--- src/rtl/drfm_pkg.sv ---
// Shared DRFM definitions: mode codes seen by the seven-segment driver,
// the Q4.4 unity scale constant, and the parameter bundle type.
package drfm_pkg;

    localparam int STATE_W = 4;
    localparam int PARAM_W = 8;

    localparam logic [STATE_W-1:0] ST_IDLE    = 4'b0000;
    localparam logic [STATE_W-1:0] ST_DELAY   = 4'b0001;
    localparam logic [STATE_W-1:0] ST_SCALE   = 4'b0010;
    localparam logic [STATE_W-1:0] ST_LOAD    = 4'b0100;
    localparam logic [STATE_W-1:0] ST_DOPPLER = 4'b1000;
    localparam logic [STATE_W-1:0] ST_ERR     = 4'b1111;

    localparam logic [PARAM_W-1:0] SCALE_UNITY_Q44 = 8'h10;

    typedef struct packed {
        logic [PARAM_W-1:0] delay;
        logic [PARAM_W-1:0] scale;
        logic [PARAM_W-1:0] doppler;
    } drfm_params_t;

    localparam drfm_params_t PARAMS_RESET = '{
        delay:   8'h00,
        scale:   SCALE_UNITY_Q44,
        doppler: 8'h00
    };

    // Bits needed for a counter running 0..limit-1, never narrower than one bit.
    function automatic int counter_width(input int limit);
        return (limit > 2) ? $clog2(limit) : 1;
    endfunction

endpackage

--- src/rtl/drfm_mode_ctrl_if.sv ---
// Front-panel / capture-memory bundle of the DRFM mode controller.
interface drfm_mode_ctrl_if;
    import drfm_pkg::*;

    logic               btn_n;
    logic [PARAM_W-1:0] sw;
    logic               load_done;
    logic [STATE_W-1:0] state;
    logic               load_start;
    logic [PARAM_W-1:0] delay_val;
    logic [PARAM_W-1:0] scale_val;
    logic [PARAM_W-1:0] doppler_val;
    logic               run;

    modport master (
        output btn_n, sw, load_done,
        input  state, load_start, delay_val, scale_val, doppler_val, run
    );

    modport slave (
        input  btn_n, sw, load_done,
        output state, load_start, delay_val, scale_val, doppler_val, run
    );

endinterface

--- src/rtl/drfm_mode_ctrl_btn_debounce.sv ---
// Pushbutton conditioning: 2-FF synchroniser, level debouncer and a
// single-cycle press pulse on each accepted 1->0 transition.
module btn_debounce
    import drfm_pkg::*;
#(
    parameter int DEBOUNCE_CYCLES = 500000
) (
    input  logic clk,
    input  logic rst_n,
    input  logic btn_n,
    output logic press
);

    localparam int CW = counter_width(DEBOUNCE_CYCLES);
    localparam logic [CW-1:0] CNT_LAST = CW'(DEBOUNCE_CYCLES - 1);

    logic          sync1;
    logic          sync2;
    logic          level;
    logic [CW-1:0] cnt;

    // A new level is taken only after DEBOUNCE_CYCLES consecutive samples
    // disagreeing with the current one; any agreeing sample restarts the run.
    always_ff @(posedge clk) begin
        if (!rst_n) begin
            sync1 <= 1'b1;
            sync2 <= 1'b1;
            level <= 1'b1;
            cnt   <= '0;
            press <= 1'b0;
        end else begin
            sync1 <= btn_n;
            sync2 <= sync1;
            press <= 1'b0;
            if (sync2 == level) begin
                cnt <= '0;
            end else if (cnt == CNT_LAST) begin
                level <= sync2;
                cnt   <= '0;
                press <= ~sync2;
            end else begin
                cnt <= cnt + CW'(1);
            end
        end
    end

endmodule

--- src/rtl/drfm_mode_ctrl.sv ---
// DRFM front-panel mode controller: steps the operator through sample load
// and delay/scale/doppler entry, latching each parameter from the switches.
module drfm_mode_ctrl
    import drfm_pkg::*;
#(
    parameter int DEBOUNCE_CYCLES = 500000,
    parameter int LOAD_TIMEOUT    = 1048576
) (
    input  logic              clk,
    input  logic              rst_n,
    drfm_mode_ctrl_if.slave   bus
);

    localparam int TW = counter_width(LOAD_TIMEOUT);
    localparam logic [TW-1:0] TCNT_LAST = TW'(LOAD_TIMEOUT - 1);

    logic               press;
    logic [STATE_W-1:0] state_q;
    logic               load_start_q;
    logic               run_q;
    drfm_params_t       params_q;
    logic [TW-1:0]      tcnt;

    btn_debounce #(
        .DEBOUNCE_CYCLES (DEBOUNCE_CYCLES)
    ) u_debounce (
        .clk   (clk),
        .rst_n (rst_n),
        .btn_n (bus.btn_n),
        .press (press)
    );

    // load_done is checked before the timeout so a completion arriving on the
    // final allowed cycle still counts as a successful load.
    always_ff @(posedge clk) begin
        if (!rst_n) begin
            state_q      <= ST_IDLE;
            load_start_q <= 1'b0;
            run_q        <= 1'b0;
            params_q     <= PARAMS_RESET;
            tcnt         <= '0;
        end else begin
            load_start_q <= 1'b0;
            case (state_q)
                ST_IDLE: begin
                    if (press) begin
                        state_q      <= ST_LOAD;
                        load_start_q <= 1'b1;
                        run_q        <= 1'b0;
                        tcnt         <= '0;
                    end
                end
                ST_LOAD: begin
                    if (bus.load_done) begin
                        state_q <= ST_DELAY;
                    end else if (tcnt == TCNT_LAST) begin
                        state_q <= ST_ERR;
                    end else begin
                        tcnt <= tcnt + TW'(1);
                    end
                end
                ST_DELAY: begin
                    if (press) begin
                        params_q.delay <= bus.sw;
                        state_q        <= ST_SCALE;
                    end
                end
                ST_SCALE: begin
                    if (press) begin
                        params_q.scale <= bus.sw;
                        state_q        <= ST_DOPPLER;
                    end
                end
                ST_DOPPLER: begin
                    if (press) begin
                        params_q.doppler <= bus.sw;
                        state_q          <= ST_IDLE;
                        run_q            <= 1'b1;
                    end
                end
                ST_ERR: begin
                    if (press) begin
                        state_q <= ST_IDLE;
                        run_q   <= 1'b0;
                    end
                end
                default: begin
                    state_q <= ST_IDLE;
                    run_q   <= 1'b0;
                end
            endcase
        end
    end

    assign bus.state       = state_q;
    assign bus.load_start  = load_start_q;
    assign bus.run         = run_q;
    assign bus.delay_val   = params_q.delay;
    assign bus.scale_val   = params_q.scale;
    assign bus.doppler_val = params_q.doppler;

endmodule

--- src/flat_wrapper.sv ---
// flat-port wrapper written by rule: the top's interface ports become plain ports
module drfm_mode_ctrl_flat import drfm_pkg::*;
#(
    parameter int DEBOUNCE_CYCLES = 500000,
    parameter int LOAD_TIMEOUT    = 1048576
)
  (clk, rst_n, bus_btn_n, bus_sw, bus_load_done, bus_state, bus_load_start, bus_delay_val, bus_scale_val, bus_doppler_val, bus_run);
  drfm_mode_ctrl_if bus_i ();
  input  logic clk;
  input  logic rst_n;
  input wire logic [$bits(bus_i.btn_n)-1:0] bus_btn_n;
  input wire logic [$bits(bus_i.sw)-1:0] bus_sw;
  input wire logic [$bits(bus_i.load_done)-1:0] bus_load_done;
  output wire logic [$bits(bus_i.state)-1:0] bus_state;
  output wire logic [$bits(bus_i.load_start)-1:0] bus_load_start;
  output wire logic [$bits(bus_i.delay_val)-1:0] bus_delay_val;
  output wire logic [$bits(bus_i.scale_val)-1:0] bus_scale_val;
  output wire logic [$bits(bus_i.doppler_val)-1:0] bus_doppler_val;
  output wire logic [$bits(bus_i.run)-1:0] bus_run;
  assign bus_i.btn_n = bus_btn_n;
  assign bus_i.sw = bus_sw;
  assign bus_i.load_done = bus_load_done;
  assign bus_state = bus_i.state;
  assign bus_load_start = bus_i.load_start;
  assign bus_delay_val = bus_i.delay_val;
  assign bus_scale_val = bus_i.scale_val;
  assign bus_doppler_val = bus_i.doppler_val;
  assign bus_run = bus_i.run;
  drfm_mode_ctrl #(.DEBOUNCE_CYCLES(DEBOUNCE_CYCLES), .LOAD_TIMEOUT(LOAD_TIMEOUT)) u_core (.clk(clk), .rst_n(rst_n), .bus(bus_i));
endmodule
--- config.mk ---
export PLATFORM = sky130hd
export DESIGN_NAME = drfm_mode_ctrl_flat
export DESIGN_NICKNAME = d
export VERILOG_FILES = /design/src/rtl/drfm_pkg.sv /design/src/rtl/drfm_mode_ctrl_if.sv /design/src/rtl/drfm_mode_ctrl_btn_debounce.sv /design/src/rtl/drfm_mode_ctrl.sv /design/src/flat_wrapper.sv
export SDC_FILE = /design/constraint.sdc
export NUM_CORES = 1
export LEC_CHECK = 0
export ABC_CLOCK_PERIOD_IN_PS = 2400
export BUFFER_PORTS_ARGS = -buffer_cell sky130_fd_sc_hd__buf_2
export CORE_AREA = 4 4 105 107
export CTS_BUF_LIST = sky130_fd_sc_hd__clkbuf_8
export DETAILED_ROUTE_END_ITERATION = 16
export DIE_AREA = 0 0 109 111
export GPL_ROUTABILITY_DRIVEN = 0
export PLACE_DENSITY = 0.53
export SYNTH_ARGS = -nofsm -noshare
export SYNTH_HDL_FRONTEND = slang
export SYNTH_HIERARCHICAL = 1
export SYNTH_SLANG_ARGS = --single-unit
--- constraint.sdc ---
create_clock -name clk -period 2.4 [get_ports clk]
set_clock_uncertainty 0.2 [all_clocks]
set_input_delay 0.12 -clock clk [delete_from_list [all_inputs] [get_ports clk]]
set_output_delay 0.12 -clock clk [all_outputs]
set_load 0.02 [all_outputs]
==> run_results.csv <==
group,metric,value,unit
timing,tightestPinTransition,0.7577,ns
setup_path,crit_path_start_kind,"register",
setup_path,cp.arrival,2.23,ns
timing,rsz0062_at_grt,"false",
synth,synth_area,3487,µm²
pwr,p_int,1.643,mW
clocking,ctsLongestPathBuffers,2,
clocking,cts_setup_buffers,0,
clocking,cts-root-buf,"clkbuf_8",
synth,async_flop_share,0,
timing,fin_crit,2.196,ns
clocking,cts.clk_slew.worst_paths,0.08,ns
job,max-cap-violations,0,
setup_path,path_depth,5,
layout,n_antenna_cell,0,
die,num_rows,37,
pwr,p_leak,1.646,nW
timing,max_freq,455.5,MHz
run_status,status,"finished, final reports clean",
min_path,whs_path_depth,1,
timing,setup_viol,0,
detailed_routing,wl_met1,3.748,mm
die,io-pin-count,42,
timing,finalHoldWorstSlack,0.2103,ns
pwr,comb_power_share,0.031,
clocking,cts_tree,"yes",
detailed_routing,route.met2.wl,3.688,mm
setup_path,critPathKind,"register to register",
die,core,10140,µm²
pwr,switching_share,0.2291,
global_routing,grt_pass1_vias,2758,
pwr,p_per_area,502.7,nW/µm²
synth,synth.largest_area_cell,"dfxtp_1",
detailed_routing,dr_wl_met3,234,µm
global_routing,antenna_found_initial,0,
synth,yosysMostFrequentCell,"dfxtp_1",
layout,final_cell_area,4239,µm²
pwr,p_total,2.131,mW
setup_path,crit_required,2.43,ns
detailed_routing,maxUsedRoutingLayer,"met4",
synth,synth-edff-count,0,
setup_path,path_buf_inv,1,
min_path,hold_path.startpoint,"u_core/u_debounce/sync1",
detailed_routing,routedWlPerCell,13.51,µm
die,dieArea,12100,µm²
synth,syn_nets,384,
synth,yosysTopAreaCellShare,0.4191,
clocking,clock_latency,0.34,ns
pwr,pwr-share-seq,0.569,
timing,hold_violations,0,
setup_path,crit_path_top_delay_cell,"or4_4",
die,die_y,111,µm
global_routing,grt_pass1_wl,13.17,mm
synth,synth_area_leaders,"dfxtp_1 42%, mux2i_1 7.2%, xnor2_1 6.0%",
synth,synthTopCellsByCount,"73 x dfxtp_1, 39 x nor2_1, 26 x nor2b_1",
layout,drive_above_1_share,0.2099,
layout,fin_util,0.4181,
setup_path,cp-end-kind,"register",
placement,place_hpwl,5.456,mm
layout,area_growth,21.56,%
synth,avgSynthCellArea,9.425,µm²
layout,fin_nets,452,
global_routing,grt_max_degree,27,
setup_path,worstSetupStartpoint,"u_core/u_debounce/cnt[12]",
timing,slew_violations,0,
detailed_routing,dr.pass1.iters,4,
clocking,htreeDepth,3,
detailed_routing,drt-initial-drc-count,120,
synth,yosysSeqAreaShare,0.4191,
min_path,hp-class,"register to register",
detailed_routing,drc_errors,0,
clocking,clock_sinks,73,
synth,synth_cell_types,61,
pwr,vdd_drop_max,205.8,µV
pwr,p_sw,0.4881,mW
synth,ys.flop_type,"dfxtp_1",
synth,ys_warn_count,6,
layout,fillers,1007,
detailed_routing,avgViaCountPerCell,5.043,
setup_path,crit_family,"simple AND/OR/NAND/NOR gates",
setup_path,cp_slowest_stage_delay,0.56,ns
setup_path,timing.rr.start,"u_core/u_debounce/cnt[12]",
synth,ys_ff_latch,73,
global_routing,grt-ovfl-total,0,
detailed_routing,totalWireLength,7.825,mm
detailed_routing,vias,2920,
detailed_routing,drtAntennaViolNets,0,
setup_path,reg2reg_depth,5,
timing,finalCritPeriodShare,0.9148,
placement,io_buffer_count,41,
synth,synthCells,370,
die,initial_utilization,0.3439,
timing,tns,0,ns
timing,relSlewSlack,0.4927,
setup_path,crit_fanout,19,
clocking,cts_buffers,9,
pwr,clockPowerShare,0.399,
die,fp.dieW,109,µm
global_routing,track_usage,0.1349,
setup_path,cp_cell_sequence,"or4_1 > or4_4 > o211ai_4 > buf_12 > a21oi_1",
placement,placed_cell_area,3945,µm²
## cell type report
cell class,count,area [µm²],share of cell area
Inverter,4,15.01,0.003542
Clock buffer,10,137.6,0.03247
Clock inverter,6,36.28,0.008560
Multi-Input combinational cell,275,1916,0.4519
Tap cell,136,170.2,0.04014
Sequential cell,73,1461,0.3447
Timing Repair Buffer,75,503.0,0.1187
## worst paths after layout
kind	to	slack, ns
worst min register to register	u_core/u_debounce/sync2	0.21
worst max register to register	u_core/u_debounce/cnt[17]	0.20
worst min-delay path	u_core/u_debounce/sync2	0.21
worst max-delay path	u_core/u_debounce/cnt[17]	0.20
## stage by stage
step | setup slack [ns] | instances
after floorplan | 0.2268 | 370
after global placement | 0.2443 | 551
after detailed placement | 0.2246 | 551
after CTS | 0.2096 | 579
after global routing | 0.1156 | 579
final | 0.2044 | 579
## layout by cell type, fill, tap and decap left out, types with 2 or more instances in the layout
master         netlist  layout
a21oi_1              9       9
nor2b_1             26      26
nor2_1              39      39
xnor2_1             24      24
a211oi_1             8       8
o31ai_1              5       5
and4_1               4       4
buf_4                2      21
clkinvlp_4           0       2
a31oi_1              5       5
nor4b_1              3       3
dlygate4sd3_1        0      12
ha_1                 2       2
or4_1                7       7
o21ai_0              4       4
a31o_1               2       2
nor3_1               6       6
a2111oi_2            2       2
or3_1                2       2
nand4_1             10      10
nand2b_1             3       3
and2b_1              2       2
clkbuf_8             0      10
nand2_1             18      18
buf_2                7      41
mux2i_1             25      25
nand3_1             20      20
o211ai_1             3       3
nand4_2              2       2
xor2_1               6       6
nor4_1               5       5
dfxtp_1             73      73
and3_1               5       5
or3b_1               2       2
inv_1                4       6
## cell families (layout without fill, tap and decap cells)
kind of cell / count (synthesis) / after routing / synth area share
simple gates: 163 / 163 / 0.2680
fa+ha+maj: 3 / 3 / 0.01005
flops: 73 / 73 / 0.4191
buf+inv: 22 / 95 / 0.03157
xor+xnor: 30 / 30 / 0.07535
compound gates: 54 / 54 / 0.1242
mux: 25 / 25 / 0.07176
## routing by layer
| layer | up-vias | global-route usage |
|---|---|---|
| li1 | 1485 | - |
| met1 | 1373 | 0.1785 |
| met2 | 50 | 0.2084 |
| met3 | 12 | 0.02970 |
| met4 | 0 | 0.05892 |
| met5 | - | 0 |
## worst register-to-register path: cells and delay by family (launching register included)
kind | cells | cell delay (ns)
flops | 1 | 0.36
simple gates | 2 | 1.09
compound gates | 2 | 0.25
buf+inv | 1 | 0.18
## power by group through the flow
| stage | clock network [mW] | logic (mW) | registers, mW |
|---|---|---|---|
| after global placement | 0 | 0.0509 | 1.24 |
| after global routing | 0.941 | 0.0723 | 1.21 |
| final | 0.851 | 0.0666 | 1.21 |
| after CTS | 0.889 | 0.0666 | 1.21 |
| after floorplan | 0 | 0.0246 | 1.24 |
| after detailed placement | 0 | 0.0511 | 1.24 |
## flip-flops by register name (all words and copies together), names as in the netlist
name,cells
u_core/u_debounce/cnt,19
u_core/bus.run,1
u_core/u_debounce/level,1
u_core/bus.load_start,1
u_core/bus.scale_val,8
u_core/u_debounce/sync1,1
u_core/bus.delay_val,8
u_core/bus.doppler_val,8
u_core/tcnt,20
u_core/bus.state,4
u_core/u_debounce/press,1
u_core/u_debounce/sync2,1
## repair_timing
action                                 CTS  global route
gates resized for setup                  0             0
hold buffers                            12             0
endpoints found under the hold margin   31             0
(Power assumes the default switching activity.)
